**src/rtl/alu_pkg.sv**
```systemverilog
// -----------------------------------------------------------------------------
// alu_pkg
// Definitions shared between the ALU and its operand sequencer front-end:
// the sequencer FSM state encoding, the ALU operation codes, and a helper
// that maps a sequencer state to its one-hot progress LEDs.
// -----------------------------------------------------------------------------
package alu_pkg;

  // Sequencer state encoding.
  localparam logic [2:0] LOAD_A  = 3'd0;
  localparam logic [2:0] LOAD_B  = 3'd1;
  localparam logic [2:0] LOAD_OP = 3'd2;
  localparam logic [2:0] EXEC    = 3'd3;
  localparam logic [2:0] SHOW    = 3'd4;

  typedef enum logic [2:0] {
    ST_LOAD_A  = LOAD_A,
    ST_LOAD_B  = LOAD_B,
    ST_LOAD_OP = LOAD_OP,
    ST_EXEC    = EXEC,
    ST_SHOW    = SHOW
  } seqStateT;

  // ALU operation codes (driven onto swSelect).
  localparam logic [1:0] OP_ADD  = 2'b00;
  localparam logic [1:0] OP_SUB  = 2'b01;
  localparam logic [1:0] OP_EQ   = 2'b10;
  localparam logic [1:0] OP_HALF = 2'b11;

  // One LED per operand-entry step; EXEC and SHOW light nothing.
  function automatic logic [2:0] stateLedFor(input seqStateT s);
    case (s)
      ST_LOAD_A:  return 3'b001;
      ST_LOAD_B:  return 3'b010;
      ST_LOAD_OP: return 3'b100;
      default:    return 3'b000;
    endcase
  endfunction

endpackage

```
**src/rtl/alu_operand_sequencer_btn_debounce.sv**
```systemverilog
// -----------------------------------------------------------------------------
// btn_debounce
// Two-flop synchroniser, stability counter and registered rising-edge pulse
// for one raw push button. The debounced level only changes after
// DEBOUNCE_CYCLES consecutive synchronised samples that disagree with it.
// CNT_W must satisfy 2**CNT_W > DEBOUNCE_CYCLES.
//
// Ports
//   clk        in   system clock
//   rst_n      in   synchronous active-low reset (released level)
//   btnRaw     in   raw asynchronous button input
//   pressPulse out  one-cycle pulse on each debounced press
// -----------------------------------------------------------------------------
module btn_debounce #(
  parameter int DEBOUNCE_CYCLES = 4,
  parameter int CNT_W           = 20
) (
  input  logic clk,
  input  logic rst_n,
  input  logic btnRaw,
  output logic pressPulse
);

  localparam logic [CNT_W-1:0] CNT_LAST = CNT_W'(DEBOUNCE_CYCLES - 1);

  logic             syncQ1;
  logic             syncQ2;
  logic             debLevel;
  logic [CNT_W-1:0] stableCnt;

  // NOTE: every register here is written with <= so all flops sample the
  // values from before the edge; blocking assignments would collapse the
  // synchroniser into a single stage.
  always_ff @(posedge clk) begin
    if (!rst_n) begin
      syncQ1     <= 1'b0;
      syncQ2     <= 1'b0;
      debLevel   <= 1'b0;
      stableCnt  <= '0;
      pressPulse <= 1'b0;
    end else begin
      syncQ1     <= btnRaw;
      syncQ2     <= syncQ1;
      pressPulse <= 1'b0;
      if (syncQ2 != debLevel) begin
        if (stableCnt == CNT_LAST) begin
          debLevel   <= syncQ2;
          stableCnt  <= '0;
          // Pulse only on the press direction, never on release.
          pressPulse <= syncQ2;
        end else begin
          stableCnt <= stableCnt + CNT_W'(1);
        end
      end else begin
        // Any sample agreeing with the debounced level restarts the count,
        // which is what rejects glitches and chatter.
        stableCnt <= '0;
      end
    end
  end

endmodule

```
**src/rtl/alu_operand_sequencer.sv**
```systemverilog
// -----------------------------------------------------------------------------
// alu_operand_sequencer
// Operand-entry front-end for the ALU. Each debounced press of btnEnter
// steps LOAD_A -> LOAD_B -> LOAD_OP -> EXEC -> SHOW -> LOAD_A, capturing
// sw into a, sw into b, swSel into swSelect, and finally the ALU result into
// q. btnClr returns to LOAD_A and clears all operands and the result; it wins
// over a simultaneous enter press.
//
// Ports
//   clk, rst_n   clock and synchronous active-low reset
//   sw[2:0]      data switches (operand A or B)
//   swSel[1:0]   operation switches
//   btnEnter     raw advance button
//   btnClr       raw clear button
//   aluQ[3:0]    combinational ALU result
//   a, b         registered operands to the ALU
//   swSelect     registered operation to the ALU
//   opValid      high during the single EXEC cycle
//   q            captured result
//   resultValid  q holds a fresh result
//   stateLed     one-hot LOAD_A/LOAD_B/LOAD_OP indicator
// -----------------------------------------------------------------------------
module alu_operand_sequencer
  import alu_pkg::*;
#(
  parameter int DEBOUNCE_CYCLES = 4,
  parameter int CNT_W           = 20
) (
  input  logic       clk,
  input  logic       rst_n,
  input  logic [2:0] sw,
  input  logic [1:0] swSel,
  input  logic       btnEnter,
  input  logic       btnClr,
  input  logic [3:0] aluQ,
  output logic [2:0] a,
  output logic [2:0] b,
  output logic [1:0] swSelect,
  output logic       opValid,
  output logic [3:0] q,
  output logic       resultValid,
  output logic [2:0] stateLed
);

  logic enterPulse;
  logic clrPulse;

  btn_debounce #(
    .DEBOUNCE_CYCLES (DEBOUNCE_CYCLES),
    .CNT_W           (CNT_W)
  ) uEnterDebounce (
    .clk        (clk),
    .rst_n      (rst_n),
    .btnRaw     (btnEnter),
    .pressPulse (enterPulse)
  );

  btn_debounce #(
    .DEBOUNCE_CYCLES (DEBOUNCE_CYCLES),
    .CNT_W           (CNT_W)
  ) uClrDebounce (
    .clk        (clk),
    .rst_n      (rst_n),
    .btnRaw     (btnClr),
    .pressPulse (clrPulse)
  );

  seqStateT state;
  seqStateT nextState;
  logic     capA;
  logic     capB;
  logic     capOp;
  logic     capQ;
  logic     clrAll;

  always_ff @(posedge clk) begin
    if (!rst_n) state <= ST_LOAD_A;
    else        state <= nextState;
  end

  // NOTE: every signal is given a default before the case statement so no
  // path leaves it unassigned; otherwise synthesis would infer latches.
  always_comb begin
    nextState = state;
    capA      = 1'b0;
    capB      = 1'b0;
    capOp     = 1'b0;
    capQ      = 1'b0;
    clrAll    = 1'b0;
    opValid   = (state == ST_EXEC);
    stateLed  = stateLedFor(state);

    if (clrPulse) begin
      nextState = ST_LOAD_A;
      clrAll    = 1'b1;
    end else begin
      case (state)
        ST_LOAD_A: if (enterPulse) begin
          capA      = 1'b1;
          nextState = ST_LOAD_B;
        end
        ST_LOAD_B: if (enterPulse) begin
          capB      = 1'b1;
          nextState = ST_LOAD_OP;
        end
        ST_LOAD_OP: if (enterPulse) begin
          capOp     = 1'b1;
          nextState = ST_EXEC;
        end
        // Single cycle regardless of enter; the ALU inputs have been stable
        // since the LOAD_OP edge, so aluQ is settled here.
        ST_EXEC: begin
          capQ      = 1'b1;
          nextState = ST_SHOW;
        end
        ST_SHOW: if (enterPulse) nextState = ST_LOAD_A;
        default: nextState = ST_LOAD_A;
      endcase
    end
  end

  // Operand and result registers change only on the capture strobes.
  always_ff @(posedge clk) begin
    if (!rst_n || clrAll) begin
      a           <= '0;
      b           <= '0;
      swSelect    <= '0;
      q           <= '0;
      resultValid <= 1'b0;
    end else begin
      if (capA) begin
        a           <= sw;
        resultValid <= 1'b0;
      end
      if (capB)  b        <= sw;
      if (capOp) swSelect <= swSel;
      if (capQ) begin
        q           <= aluQ;
        resultValid <= 1'b1;
      end
    end
  end

endmodule

```
**config.mk**
```make
export PLATFORM = sky130hd
export DESIGN_NAME = alu_operand_sequencer
export DESIGN_NICKNAME = d
export VERILOG_FILES = /design/src/rtl/alu_pkg.sv /design/src/rtl/alu_operand_sequencer_btn_debounce.sv /design/src/rtl/alu_operand_sequencer.sv
export SDC_FILE = /design/constraint.sdc
export NUM_CORES = 1
export LEC_CHECK = 0
export ABC_AREA = 1
export BUFFER_PORTS_ARGS = -buffer_cell sky130_fd_sc_hd__buf_4
export CAP_MARGIN = 30
export CORE_MARGIN = 2
export CORE_UTILIZATION = 60
export CTS_CLUSTER_SIZE = 40
export DETAILED_ROUTE_END_ITERATION = 16
export PLACE_DENSITY_LB_ADDON = 0.3
export SYNTH_ARGS = -nofsm -noshare
export SYNTH_HDL_FRONTEND = slang
export SYNTH_SLANG_ARGS = --single-unit
```
**constraint.sdc**
```tcl
create_clock -name clk -period 2.8 [get_ports clk]
set_input_delay 0.14 -clock clk [delete_from_list [all_inputs] [get_ports clk]]
set_output_delay 0.14 -clock clk [all_outputs]
set_load 0.01 [all_outputs]
```
[Word level (Yosys, flattened, before mapping)]
Index checks and enable logic that the tools add are counted.
Storage, ports and cells
  register bits: 64
  bits in latches: 0
  memory bits (writable): 0
  ROM bits: 0
  input port bits: 13
  output and inout bits: 17
  logic and storage cells: 63
  memories kept: 0
Cells by class
  $add $sub $neg: 2
  multipliers: 0
  div/mod/pow operators: 0
  order comparisons: 0
  equality and inequality tests: 12
  shift operators: 0
  muxes and demuxes: 18
  bitwise gates (word level): 3
  reduce and logical (&&, ||, !) cells: 12
Operators by type and width (count)
  $add A20 B1 Y20 const B: 2
  $eq A20 B2 Y1 const B: 2
  $pmux W3 S5: 1
  $mux W1: 12
  $mux W3: 4
  $pmux W3 S3: 1
  $ne A2 B1 Y1 const B: 4
  $eq A3 B2 Y1 const B: 2
  $reduce_and A3 Y1: 2
  $reduce_or A3 Y1: 2
  $reduce_and A2 Y1: 2
  $reduce_and A4 Y1: 1
  $eq A3 B1 Y1 const B: 1
  $eq A3 B3 Y1 const B: 1
  $logic_not A3 Y1: 1
  $not A1 Y1: 3
  $ne A1 B1 Y1: 2
  $reduce_bool A2 Y1: 1
  $reduce_or A2 Y1: 1
  $logic_not A1 Y1: 1
  $logic_or A1 B1 Y1: 1

[Logic depth before layout (Yosys ltp)]
  word-level depth: 5
  depth in mapped cells: 9
  mapped depth without buffers: 8

[By module]
A second synthesis with hierarchy kept.
Unflattened totals
  cells, all modules: 440
  area total of the unflattened synthesis: 3088.0 µm²
Modules (own cells, without submodules)
  btn_debounce: times used 2, cells each 169, area each 1188.6 µm², sequential area each 480.5 µm²
  alu_operand_sequencer: times used 1, cells each 102, area each 710.7 µm², sequential area each 320.3 µm²

[Worst setup path before layout]
Ideal clock, no wire load.
  path type: reg-to-reg
  from: register uClrDebounce.stableCnt[0]
  to: register uClrDebounce.stableCnt[11]
  library setup time: 0.115 ns
  data arrival time: 1.302 ns
  required time: 2.685 ns
  slack: 1.383 ns
  stages on the path, launching flop included: 10
  buffers on the path: 1
  clock period less this slack: 1.417 ns
  cell sequence: dfxtp_1 > ha_1 > inv_1 > nor2_1 > nand2_1 > nor2_2 > nand3_2 > nand2_4 > buf_12 > nor2_2
On the way
  cells in the longest elaborated chain, start to end: 2
  elaborated cells on any way between the ends: 3
  those cells by class: add/sub: 1; eq/ne: 1; reduce/logical: 1
Ends and longest elaborated chain
  start: declaration: line alu_operand_sequencer_btn_debounce.sv:29  | logic [CNT_W-1:0] stableCnt;
  start signal: assignment: line alu_operand_sequencer_btn_debounce.sv:52  | stableCnt <= stableCnt + CNT_W'(1);
  branches (longest 2 deep; another with $add A20 B1 Y20)
Several ways; the timed one is not identified.
A chain may end at the register's enable or synchronous reset.

[Worst setup path in the final report]
  from: register uEnterDebounce.stableCnt[0]
  to: register uEnterDebounce.stableCnt[11]
On the way
  cells in the longest elaborated chain, start to end: 2
  elaborated cells on any way between the ends: 3
  those cells by class: add/sub: 1; eq/ne: 1; reduce/logical: 1
Ends and longest elaborated chain (line)
  start: declaration: alu_operand_sequencer_btn_debounce.sv:29
  start signal: assignment: alu_operand_sequencer_btn_debounce.sv:52
  branches (longest 2 deep; another with $add A20 B1 Y20)
Several ways; the timed one is not identified.

==> results.cfg <==
[routing]
vias = 2793
wire_per_inst_um = 10.9
dr.pass1.iters = 4
drtIter0Drc = 97
wl_mm = 6.18
drcViolationCount = 0
vias_per_cell = 4.93
drtAntennaViolNets = 0

[clock_network]
postCtsSetupBuffers = 0
max-clock-path-buffers = 2
cts_max_level = 3
cts_buffers = 9
cts.sinks = 64
clkLatencyLatePin_ps = 340
cts_tree = yes
clockRootBuffer = clkbuf_8
clkSlewWorstSetupHoldPaths_ps = 60
holdBufCountCts = 2
cts-resized-gates = 0

[power]
p_int_mw = 1.29
clockPowerShare_pct = 42.6
p_leak_nw = 1.28
sw_frac_of_total_pct = 22.0
p_switching_uw = 365
p_seq_share_pct = 55.3
power_density_nw_per_um2 = 467
power_frac_comb_pct = 2.2
peakVddDrop_mv = 0.357

[worst_hold_path]
hold_class = in2reg
hold_depth = 3

[run]
cap_violations = 0

[floorplanning]
pin_count = 30
core_area_sq_um = 5040
fp.dieW_um = 75.7
die_area_sq_um = 5730
start_util_pct = 61.2
fp.dieH_um = 75.7
rows = 26

[synth]
synth_cell_types = 27
ys_ff_latch = 64
synth.yosys.warnings = 0
synth.avg_cell_area_sq_um = 6.78
synth_top_cell_area_share_pct = 41.5
synth_area_sq_um = 3080
ys_seq_area_share_pct = 41.5
syn-num-nets = 470
yosysTopAreaCell = dfxtp_1
netlist_instances = 455
yosys-top-cells-area = dfxtp_1 42%, nor2_1 12%, nand2_1 12%, inv_1 6.7%, a21oi_1 4.1%

[global_routing]
grt.total_usage_pct = 23.5
grt_use_met3_pct = 7.94
grtUsageMet2_pct = 41.1
grt_pass1_vias = 2473
antenna_found_initial = 0
grt.busiest_layer = met2
grtUsageMet1_pct = 27.2
grt_max_degree = 21
overflow = 0
grt_pass1_wl_mm = 10.2

[timing]
fin_tns_setup_ps = 0
fin_crit_ps = 1860
drv_slew = 0
finalCritPeriodShare_pct = 66.5
setup_ws_ps = 937
slew_headroom_pct = 56.4
fin_skew_ps = 6.12
finalHoldViolations = 0
setup_viol = 0
fmax_mhz = 537
tightest_slew_ps = 652
rsz0062_at_grt = no

[status]
status = finished clean

[final_layout]
n_fill_cell = 423
final_common_cell = nor2_1
multi_input_area_sq_um = 1560
fin_area_sq_um = 3550
final_cell_mix = 102 x nor2_1, 101 x nand2_1, 64 x dfxtp_1
ff_latch_area_sq_um = 1280
final_cells = 567
layout-drive-gt1-share_pct = 14.5
area_delta_synth_final_pct = 15.0
num_antenna_cells = 0
nets = 508

[worst_setup_path]
ff2ff_path_depth = 8
worst_setup_path_start_kind = register
cp.arrival_ps = 2050
worstSetupEndpointType = register
required_ps = 2990
path_max_fanout = 20
path_class = reg2reg

[placement]
gp_congestion = 0.822
numPortBuffers = 29
place_ws_ps = 908
post_dp_cell_area_sq_um = 3350
place_inst = 550
dp_hpwl_mm = 4.49
==> critical path, stage by stage, from the launching register on <==
cell,delay (ps)
dfxtp_1,410
ha_1,220
inv_1,100
nor2_1,90
nand2_1,50
nor2_1,130
nand3_1,110
nand2_1,500
a21oi_1,90
==> layout make-up <==
cell class,count,area share (%)
inverters,56,5.93
clock buffers,12,4.37
clock inverters,3,0.494
repair buffers,31,6.70
multi-input cells,331,43.9
well taps,70,2.47
flip-flops and latches,64,36.1
==> cell usage after synthesis, drive strengths merged <==
library cell	count
buf	4
o21ai	18
ha	2
nand4	7
nand3	23
nor2	120
or2	7
o211ai	1
nor3	8
nand2	104
xor2	8
inv	56
dfxtp	64
xnor2	6
a21oi	26
o21bai	1
==> routing by layer <==
layer	up-vias	routed length, um
li1	1494	-
met1	1265	2830
met2	28	3130
met3	6	163
met4	0	61
met5	-	0
==> registers in the layout (all words and copies together), names as in the netlist, 2 cells and up <==
signal                    flops
b                             3
q                             4
state                         3
uEnterDebounce.stableCnt     20
swSelect                      2
a                             3
uClrDebounce.stableCnt       20
==> cells by family (layout without fill, tap and decap cells) <==
family          after synthesis  count (layout)  share of synthesized area, %
xor+xnor                     14              14                          3.98
flops                        64              64                          41.5
simple gates                269             269                          38.0
compound gates               46              46                          7.75
fa+ha+maj                     2               2                         0.811
buf+inv                      60             102                          7.95
==> power groups by stage <==
stage	clock network, mW	logic, mW	registers [mW]
2_1_floorplan	0	0.0176	0.936
3_3_place_gp	0	0.0330	0.936
3_5_place_dp	0	0.0333	0.937
4_1_cts	0.720	0.0361	0.916
5_1_grt	0.765	0.0398	0.916
6_report	0.705	0.0358	0.916
==> path summary, 6_finish.rpt <==
path         slack, ps                        start                            to
max                940  uEnterDebounce.stableCnt[0]  uEnterDebounce.stableCnt[11]
min                 30                      aluQ[2]                          q[2]
max reg2reg        940  uEnterDebounce.stableCnt[0]  uEnterDebounce.stableCnt[11]
min reg2reg        430          uClrDebounce.syncQ1           uClrDebounce.syncQ2
==> stage by stage <==
step / hold slack (ps) / power (mW) / utilization, %
floorplan: 233 / 0.954 / -
global placement: 328 / 0.969 / 66.5
detailed placement: 328 / 0.970 / 66.5
CTS: 16.3 / 1.67 / 70.3
global route: 21.7 / 1.72 / 70.3
finish: 27.7 / 1.66 / 70.3
Power figures use the tool's default switching activity.
